==> config.mk <==
export PLATFORM = sky130hd
export DESIGN_NAME = memmap_bus
export DESIGN_NICKNAME = d
export VERILOG_FILES = /design/src/rtl/memmap_pkg.sv /design/src/rtl/memmap_decode.sv /design/src/rtl/memmap_bus.sv
export SDC_FILE = /design/constraint.sdc
export NUM_CORES = 1
export LEC_CHECK = 0
export CORE_MARGIN = 1.5
export CORE_UTILIZATION = 30
export CTS_BUF_LIST = sky130_fd_sc_hd__clkbuf_4
export DETAILED_ROUTE_END_ITERATION = 8
export GPL_TIMING_DRIVEN = 0
export HOLD_SLACK_MARGIN = 0.15
export PLACE_DENSITY = 0.64
export SLEW_MARGIN = 20
export SYNTH_ARGS = -nofsm -noshare
export SYNTH_HDL_FRONTEND = slang
export SYNTH_SLANG_ARGS = --single-unit
==> constraint.sdc <==
create_clock -name clk -period 6.29 [get_ports clk]
set_input_delay 1.258 -clock clk [delete_from_list [all_inputs] [get_ports clk]]
set_output_delay 1.258 -clock clk [all_outputs]
set_load 0.1 [all_outputs]
==> src/rtl/memmap_pkg.sv <==
// memmap_pkg: shared types and defaults for the memmap_bus slice.
// Holds the FSM state enum, decode region enum and default MMIO base.
package memmap_pkg;

    typedef enum logic [2:0] {
        IDLE      = 3'd0,
        BRAM_ACC  = 3'd1,
        BRAM_DATA = 3'd2,
        MMIO_ACC  = 3'd3,
        ERR       = 3'd4,
        DONE      = 3'd5
    } state_t;

    typedef enum logic [1:0] {
        REG_BRAM    = 2'd0,
        REG_MMIO    = 2'd1,
        REG_INVALID = 2'd2
    } region_t;

    localparam logic [31:0] MMIO_BASE_DEF = 32'hFFFF_FFC0;

endpackage

==> src/rtl/memmap_decode.sv <==
// memmap_decode: combinational address decoder for memmap_bus.
// Maps a CPU address to BRAM, one MMIO slot, or invalid.
module memmap_decode
    import memmap_pkg::*;
#(
    parameter int          BRAM_WIDTH = 12,
    parameter int          NUM_SLOTS  = 4,
    parameter int          SLOT_AW    = 4,
    parameter logic [31:0] MMIO_BASE  = MMIO_BASE_DEF,
    parameter int          SW         = 2
) (
    input  logic [31:0]   cpu_addr,
    output region_t       region,
    output logic [SW-1:0] slot
);

    localparam logic [32:0] SPAN     = 33'(NUM_SLOTS) << SLOT_AW;
    localparam logic [32:0] MMIO_TOP = {1'b0, MMIO_BASE} + SPAN;
    localparam logic [32:0] BRAM_TOP = 33'd1 << BRAM_WIDTH;

    // Slot window must not wrap past the top of the 32-bit space.
    generate
        if (MMIO_TOP > 33'h1_0000_0000) begin : g_wrap
            $error("memmap_decode: MMIO slot range wraps past 2^32");
        end
        if (NUM_SLOTS < 1 || NUM_SLOTS > 16) begin : g_slots
            $error("memmap_decode: NUM_SLOTS must be 1..16");
        end
    endgenerate

    logic [31:0] off;

    assign off = cpu_addr - MMIO_BASE;

    // BRAM takes priority; otherwise test the contiguous slot window.
    always_comb begin
        region = REG_INVALID;
        slot   = '0;
        if ({1'b0, cpu_addr} < BRAM_TOP) begin
            region = REG_BRAM;
        end else if (cpu_addr >= MMIO_BASE && {1'b0, off} < SPAN) begin
            region = REG_MMIO;
            slot   = SW'(off >> SLOT_AW);
        end
    end

endmodule

==> src/rtl/memmap_bus.sv <==
// memmap_bus: sequential CPU memory map with BRAM, MMIO slots and errors.
// Define MEMMAP_BUS_TIMEOUT_EN to abort MMIO accesses after TIMEOUT waits.
module memmap_bus
    import memmap_pkg::*;
#(
    parameter int          DATA_WIDTH = 8,
    parameter int          BRAM_WIDTH = 12,
    parameter int          NUM_SLOTS  = 4,
    parameter int          SLOT_AW    = 4,
    parameter logic [31:0] MMIO_BASE  = MMIO_BASE_DEF,
    parameter int          TIMEOUT    = 15
) (
    input  logic                            clk,
    input  logic                            rst,
    input  logic                            cpu_req,
    input  logic [31:0]                     cpu_addr,
    input  logic                            cpu_write,
    input  logic [DATA_WIDTH-1:0]           cpu_data_out,
    output logic [DATA_WIDTH-1:0]           cpu_data_in,
    output logic                            cpu_ready,
    output logic                            cpu_err,
    output logic [BRAM_WIDTH-1:0]           bram_addr,
    output logic                            bram_write,
    output logic [DATA_WIDTH-1:0]           bram_data_in,
    input  logic [DATA_WIDTH-1:0]           bram_data_out,
    output logic [NUM_SLOTS-1:0]            mmio_req,
    output logic [SLOT_AW-1:0]              mmio_addr,
    output logic                            mmio_write,
    output logic [DATA_WIDTH-1:0]           mmio_data_out,
    input  logic [NUM_SLOTS*DATA_WIDTH-1:0] mmio_data_in,
    input  logic [NUM_SLOTS-1:0]            mmio_ack,
    output logic [7:0]                      err_count,
    output logic [31:0]                     err_addr
);

    localparam int SW = (NUM_SLOTS > 1) ? $clog2(NUM_SLOTS) : 1;

    // A zero timeout would abort before the first ack could be seen.
    generate
        if (TIMEOUT < 1) begin : g_tmo
            $error("memmap_bus: TIMEOUT must be at least 1");
        end
    endgenerate

    state_t                state_q, state_d;
    region_t               region_dec;
    logic [SW-1:0]         slot_dec;
    logic [31:0]           addr_q;
    logic                  write_q;
    logic [DATA_WIDTH-1:0] wdata_q;
    logic [SW-1:0]         slot_q;
    logic                  err_flag_q;
    logic [7:0]            err_count_q;
    logic [31:0]           err_addr_q;
    logic [DATA_WIDTH-1:0] rdata_q;
    logic [DATA_WIDTH-1:0] rdata_d;
    logic                  ack_sel;
    logic [DATA_WIDTH-1:0] slice_sel;

`ifdef MEMMAP_BUS_TIMEOUT_EN
    localparam int CW = $clog2(TIMEOUT + 1);
    logic [CW-1:0] wait_q;
`endif

    memmap_decode #(
        .BRAM_WIDTH (BRAM_WIDTH),
        .NUM_SLOTS  (NUM_SLOTS),
        .SLOT_AW    (SLOT_AW),
        .MMIO_BASE  (MMIO_BASE),
        .SW         (SW)
    ) u_decode (
        .cpu_addr (cpu_addr),
        .region   (region_dec),
        .slot     (slot_dec)
    );

    // Pick the selected slot's ack and read data; other slots are ignored.
    always_comb begin
        ack_sel   = 1'b0;
        slice_sel = '0;
        for (int i = 0; i < NUM_SLOTS; i++) begin
            if (slot_q == SW'(i)) begin
                ack_sel   = mmio_ack[i];
                slice_sel = mmio_data_in[i*DATA_WIDTH +: DATA_WIDTH];
            end
        end
    end

    // Next-state logic and the read value captured on entry to DONE.
    always_comb begin
        state_d = state_q;
        rdata_d = '0;
        unique case (state_q)
            IDLE: begin
                if (cpu_req) begin
                    unique case (region_dec)
                        REG_BRAM: state_d = BRAM_ACC;
                        REG_MMIO: state_d = MMIO_ACC;
                        default:  state_d = ERR;
                    endcase
                end
            end
            BRAM_ACC: begin
                state_d = write_q ? DONE : BRAM_DATA;
            end
            BRAM_DATA: begin
                state_d = DONE;
                rdata_d = bram_data_out;
            end
            MMIO_ACC: begin
                if (ack_sel) begin
                    state_d = DONE;
                    rdata_d = write_q ? '0 : slice_sel;
                end
`ifdef MEMMAP_BUS_TIMEOUT_EN
                else if (wait_q == CW'(TIMEOUT - 1)) begin
                    state_d = ERR;
                end
`endif
            end
            ERR: begin
                state_d = DONE;
            end
            DONE: begin
                state_d = IDLE;
            end
            default: begin
                state_d = IDLE;
            end
        endcase
    end

    // State register.
    always_ff @(posedge clk or posedge rst) begin
        if (rst) begin
            state_q <= IDLE;
        end else begin
            state_q <= state_d;
        end
    end

    // Holding registers for the accepted request.
    always_ff @(posedge clk or posedge rst) begin
        if (rst) begin
            addr_q  <= '0;
            write_q <= 1'b0;
            wdata_q <= '0;
            slot_q  <= '0;
        end else if (state_q == IDLE && cpu_req) begin
            addr_q  <= cpu_addr;
            write_q <= cpu_write;
            wdata_q <= cpu_data_out;
            slot_q  <= slot_dec;
        end
    end

    // Error flag, saturating error count and last error address.
    always_ff @(posedge clk or posedge rst) begin
        if (rst) begin
            err_flag_q  <= 1'b0;
            err_count_q <= '0;
            err_addr_q  <= '0;
        end else if (state_q == IDLE && cpu_req) begin
            err_flag_q <= 1'b0;
        end else if (state_q == ERR) begin
            err_flag_q <= 1'b1;
            err_addr_q <= addr_q;
            if (err_count_q != 8'hFF) begin
                err_count_q <= err_count_q + 8'd1;
            end
        end
    end

    // Response data only changes when entering DONE, so it stays stable.
    always_ff @(posedge clk or posedge rst) begin
        if (rst) begin
            rdata_q <= '0;
        end else if (state_d == DONE && state_q != DONE) begin
            rdata_q <= rdata_d;
        end
    end

`ifdef MEMMAP_BUS_TIMEOUT_EN
    // Wait counter: cleared on entry to MMIO_ACC, counts cycles without ack.
    always_ff @(posedge clk or posedge rst) begin
        if (rst) begin
            wait_q <= '0;
        end else if (state_q != MMIO_ACC) begin
            wait_q <= '0;
        end else if (!ack_sel) begin
            wait_q <= wait_q + CW'(1);
        end
    end
`endif

    // Bus-side outputs are driven only in their access states.
    always_comb begin
        bram_addr     = '0;
        bram_write    = 1'b0;
        bram_data_in  = '0;
        mmio_req      = '0;
        mmio_addr     = '0;
        mmio_write    = 1'b0;
        mmio_data_out = '0;
        if (state_q == BRAM_ACC) begin
            bram_addr    = addr_q[BRAM_WIDTH-1:0];
            bram_write   = write_q;
            bram_data_in = wdata_q;
        end
        if (state_q == MMIO_ACC) begin
            for (int i = 0; i < NUM_SLOTS; i++) begin
                mmio_req[i] = (slot_q == SW'(i));
            end
            mmio_addr     = addr_q[SLOT_AW-1:0];
            mmio_write    = write_q;
            mmio_data_out = wdata_q;
        end
    end

    assign cpu_ready   = (state_q == DONE);
    assign cpu_err     = (state_q == DONE) && err_flag_q;
    assign cpu_data_in = rdata_q;
    assign err_count   = err_count_q;
    assign err_addr    = err_addr_q;

endmodule

==> reports/summary.md <==
The worst setup path is captured at a primary output. After clock tree synthesis, the clock-pin slew on the worst setup and hold paths is 0.14 ns. For the final setup violation count, the log shows 0.

The chip width came out at 123 microns. Synthesized netlist cell count: 406. For the number of hold violations in the final report, the log shows 0. In this run the power density over the cells is 550 mW/mm^2. The cell area that synthesis handed to floorplanning was 0.00434 sq mm. The tools report the maximum clock rate as 0.222 GHz. The cell taking the most area after synthesis was dfrtp_1. The clock passes through at most 2 buffers. The first detailed-routing pass ran for 4 iterations. The number of port buffers is 175. Of the cells placed in the final design, the portion with a size suffix greater than 1 is 12.4%.

The final critical-path share of the clock period is 71.7%. The floorplan step set the die height to 123 microns. Ranked by total cell area, the synthesized netlist is headed by dfrtp_1 55%, nand2_1 11%, mux2_2 8.8%. For the number of global-route vias before repair, the log shows 3714. The tools report the final antenna-violating net count as 0. Counting instances, the worst hold path has a depth of 2. TritonCTS built the clock tree.

At the pin with the least slew margin, the transition time is 1.05 ns. The worst register-to-register path has a depth of 5. The repair_antennas step left the layout with diodes totalling 0.

Counting every net in the synthesized netlist gives 495. The hold-fix buffer count after cts is 0. The main combinational cell family by area after synthesis was simple AND/OR/NAND/NOR gates. The unique cell type count in the Yosys netlist came out at 34. The routability congestion estimate from global placement is 0.757. Summed over all cells, the static leakage comes to 2.84 nW. The most frequent standard cell in the layout excluding fill and tap cells is clkdlybuf4s50_1.

After detailed routing, the average wire length per cell comes to 16.2 microns. Summed over its instances, the top area cell type makes up 54.7% of the synthesized netlist area. Of the synthesized area, sequential elements account for 54.7%.

For this run, design rule violations remaining after detail routing come to 0. The average instance in the mapped netlist occupies 10.7 sq um. Setup repair after global routing left no endpoint under its margin.

The HPWL after detailed placement is 9570 microns. Summed over all layers, the global routing overflow is 0. For the first-pass GRT wire length, the log shows 19200 microns. The number of antenna violations at the first check in global routing was 0; the worst vdd rail ir drop was 0.344 mV. The flow ran to the end, and the final reports show no timing, DRC or antenna violations. Of the total synthesized cell area, the portion taken by XOR and XNOR cells is 1.61%. The element type at the critical path start was a flip-flop. From synthesis to final layout, the design area changed by 49.8%. The initial core utilization is 31.0%, and the final layout net count is 682. Number of rows created at floorplan: 43. The cell chosen for the clock root was clkbuf_4. Summed negative setup slack over all endpoints: 0 ns. Overall power consumption after layout is estimated at 0.00358 W. The pin count of the biggest net entering global routing is 63. The total I/O pin count came out at 176.

Summing the areas of all fa, ha and maj instances in the mapped netlist gives 0.288% of the synthesized area. The tools report the sink count of the clock tree as 95. The routed design has 12600 microns of wire. The worst clock skew was 0.0122 ns; the shortest clock period the worst path allows after layout was 4.51 ns. STA puts the critical path data arrival time at 3.25 ns.

During synthesis, Yosys emitted a total of 0 warnings. For the worst-skew pair, the clock arrives at the later sink with an insertion delay of 0.46 ns. The final max-slew violation count came out at 0.

Of the total synthesized cell area, the portion taken by AND, OR, NAND and NOR gates is 23.1%. The worst hold path belongs to the class reg -> reg. The largest driver fanout on the critical path was 10; the initial detailed-routing violation count was 93.

The die covers 0.0152 sq mm. In the global route stage, overall resource usage came out at 16.8%. The level count of the clock H-tree was 3. By startpoint and endpoint, the worst setup path is classified as reg -> out. In the layout the commonest cells are 175 x clkdlybuf4s50_1, 127 x nand2_1, 95 x dfrtp_1. The CTS buffer count came out at 9. The layout has 1353 filler cells. Summing the areas of all compound-gate instances in the mapped netlist gives 4.41% of the synthesized area. The tools report the total of cells resized after clock tree synthesis as 0. After floorplanning, the core was sized to cover 0.0140 sq mm. The flop and latch count out of synthesis was 95. Measured against its own limit, the worst slew margin works out to 30.1%.

The share of cell area taken by muxes after synthesis came out at 13.5%. The count of buffers added by post-CTS timing repair for setup is 0, and the average via count per standard cell is 4.74. The detailed router placed 3684 vias in this run.

Max-cap violations in this run came to 0. The data required time of the worst path was 5.03 ns.
-- logic make-up after synthesis --
group,count (synthesis)
AO/OA/AOI/OAI,21
XOR/XNOR,8
adder cells (fa/ha/maj),1
buffers and inverters,25
flip-flops,95
multiplexers,43
AND/OR/NAND/NOR,213
-- synthesized netlist by cell type --
| cell | instances |
|---|---|
| a21oi_1 | 2 |
| nor3_1 | 4 |
| buf_2 | 7 |
| a21oi_2 | 1 |
| nor4_1 | 5 |
| a211oi_2 | 1 |
| nor2b_1 | 8 |
| mux4_2 | 9 |
| a31oi_4 | 1 |
| nor3b_1 | 2 |
| and2_1 | 34 |
| or4_1 | 2 |
| clkbuf_1 | 13 |
| nand2_1 | 127 |
| and3_1 | 3 |
| dfrtp_1 | 95 |
| nor4b_1 | 1 |
| and3b_1 | 1 |
| mux2_2 | 34 |
| o21ai_2 | 1 |
| or3b_1 | 1 |
| nand4_1 | 9 |
| inv_1 | 5 |
| o21ai_4 | 1 |
| nand3_1 | 7 |
| nor2b_4 | 1 |
| ha_1 | 1 |
| a221o_1 | 8 |
| nor2_1 | 7 |
| xnor2_1 | 5 |
| or2_2 | 1 |
| xor2_1 | 3 |
| a31o_2 | 1 |
| o21ai_0 | 5 |
-- worst max-delay path, cell delays in order, from the launching register on --
cell	delay (ns)
dfrtp_1	0.47
nand2_1	0.20
nor2_1	0.41
clkbuf_1	0.39
and2_1	0.19
clkdlybuf4s50_1	1.13
-- state kept, by name, summed over array words and instances (netlist names) --
signal / flops
wdata_q: 8
addr_q: 32
err_addr: 32
err_flag_q: 1
cpu_data_in: 8
state_q: 3
slot_q: 2
write_q: 1
err_count: 8
-- stage by stage --
stage / cells / util, % / hold slack (ns) / setup slack, ns / instance area [sq um]
floorplan: 406 / - / 0.439 / 1.16 / 4340
global placement: 761 / 45.2 / 0.453 / 1.08 / 6320
detailed placement: 762 / 45.4 / 0.463 / 2.23 / 6350
CTS: 777 / 46.5 / 0.498 / 1.68 / 6510
global route: 777 / 46.5 / 0.519 / 1.49 / 6510
finish: 777 / 46.5 / 0.490 / 1.78 / 6510
-- layout make-up --
| type | count | area (sq um) | area share [%] |
|---|---|---|---|
| Clock buffer | 9 | 67.6 | 1.04 |
| Sequential cell | 95 | 2380 | 36.5 |
| Timing Repair Buffer | 176 | 1780 | 27.3 |
| Clock inverter | 6 | 86.3 | 1.33 |
| Multi-Input combinational cell | 286 | 1860 | 28.6 |
| Buffer | 20 | 83.8 | 1.29 |
| Inverter | 5 | 23.8 | 0.365 |
| Tap cell | 180 | 225 | 3.46 |
-- power by group --
part	leakage (nW)	internal [W]	switching [W]	total, W
registers	1.20	0.000874	0.000168	0.00104
clock network	0.0834	0.000159	0.000207	0.000366
logic	1.56	0.000610	0.00156	0.00217
total	2.84	0.00164	0.00194	0.00358
-- layer usage --
metal,track usage [%],vias up,wire [microns]
met5,0,-,0
met4,7.47,0,345
met3,4.11,22,919
met2,28.4,143,6070
met1,20.4,1775,5280
li1,-,1744,-
-- final timing paths --
check | start | to | slack [ns]
min | addr_q[19]$_DFFE_PP0P_ | addr_q[19]$_DFFE_PP0P_ | 0.49
max in group asynchronous | rst | wdata_q[6]$_DFFE_PP0P_ | 4.54
max reg2reg | slot_q[0]$_DFFE_PP0P_ | state_q[2]$_DFF_PP0_ | 4.36
min in group asynchronous | rst | err_addr[4]$_DFFE_PP0P_ | 1.14
min reg2reg | addr_q[19]$_DFFE_PP0P_ | addr_q[19]$_DFFE_PP0P_ | 0.49
max | state_q[1]$_DFF_PP0_ | mmio_data_out[2] | 1.78
No activity file was read; power rests on OpenSTA's default activity.
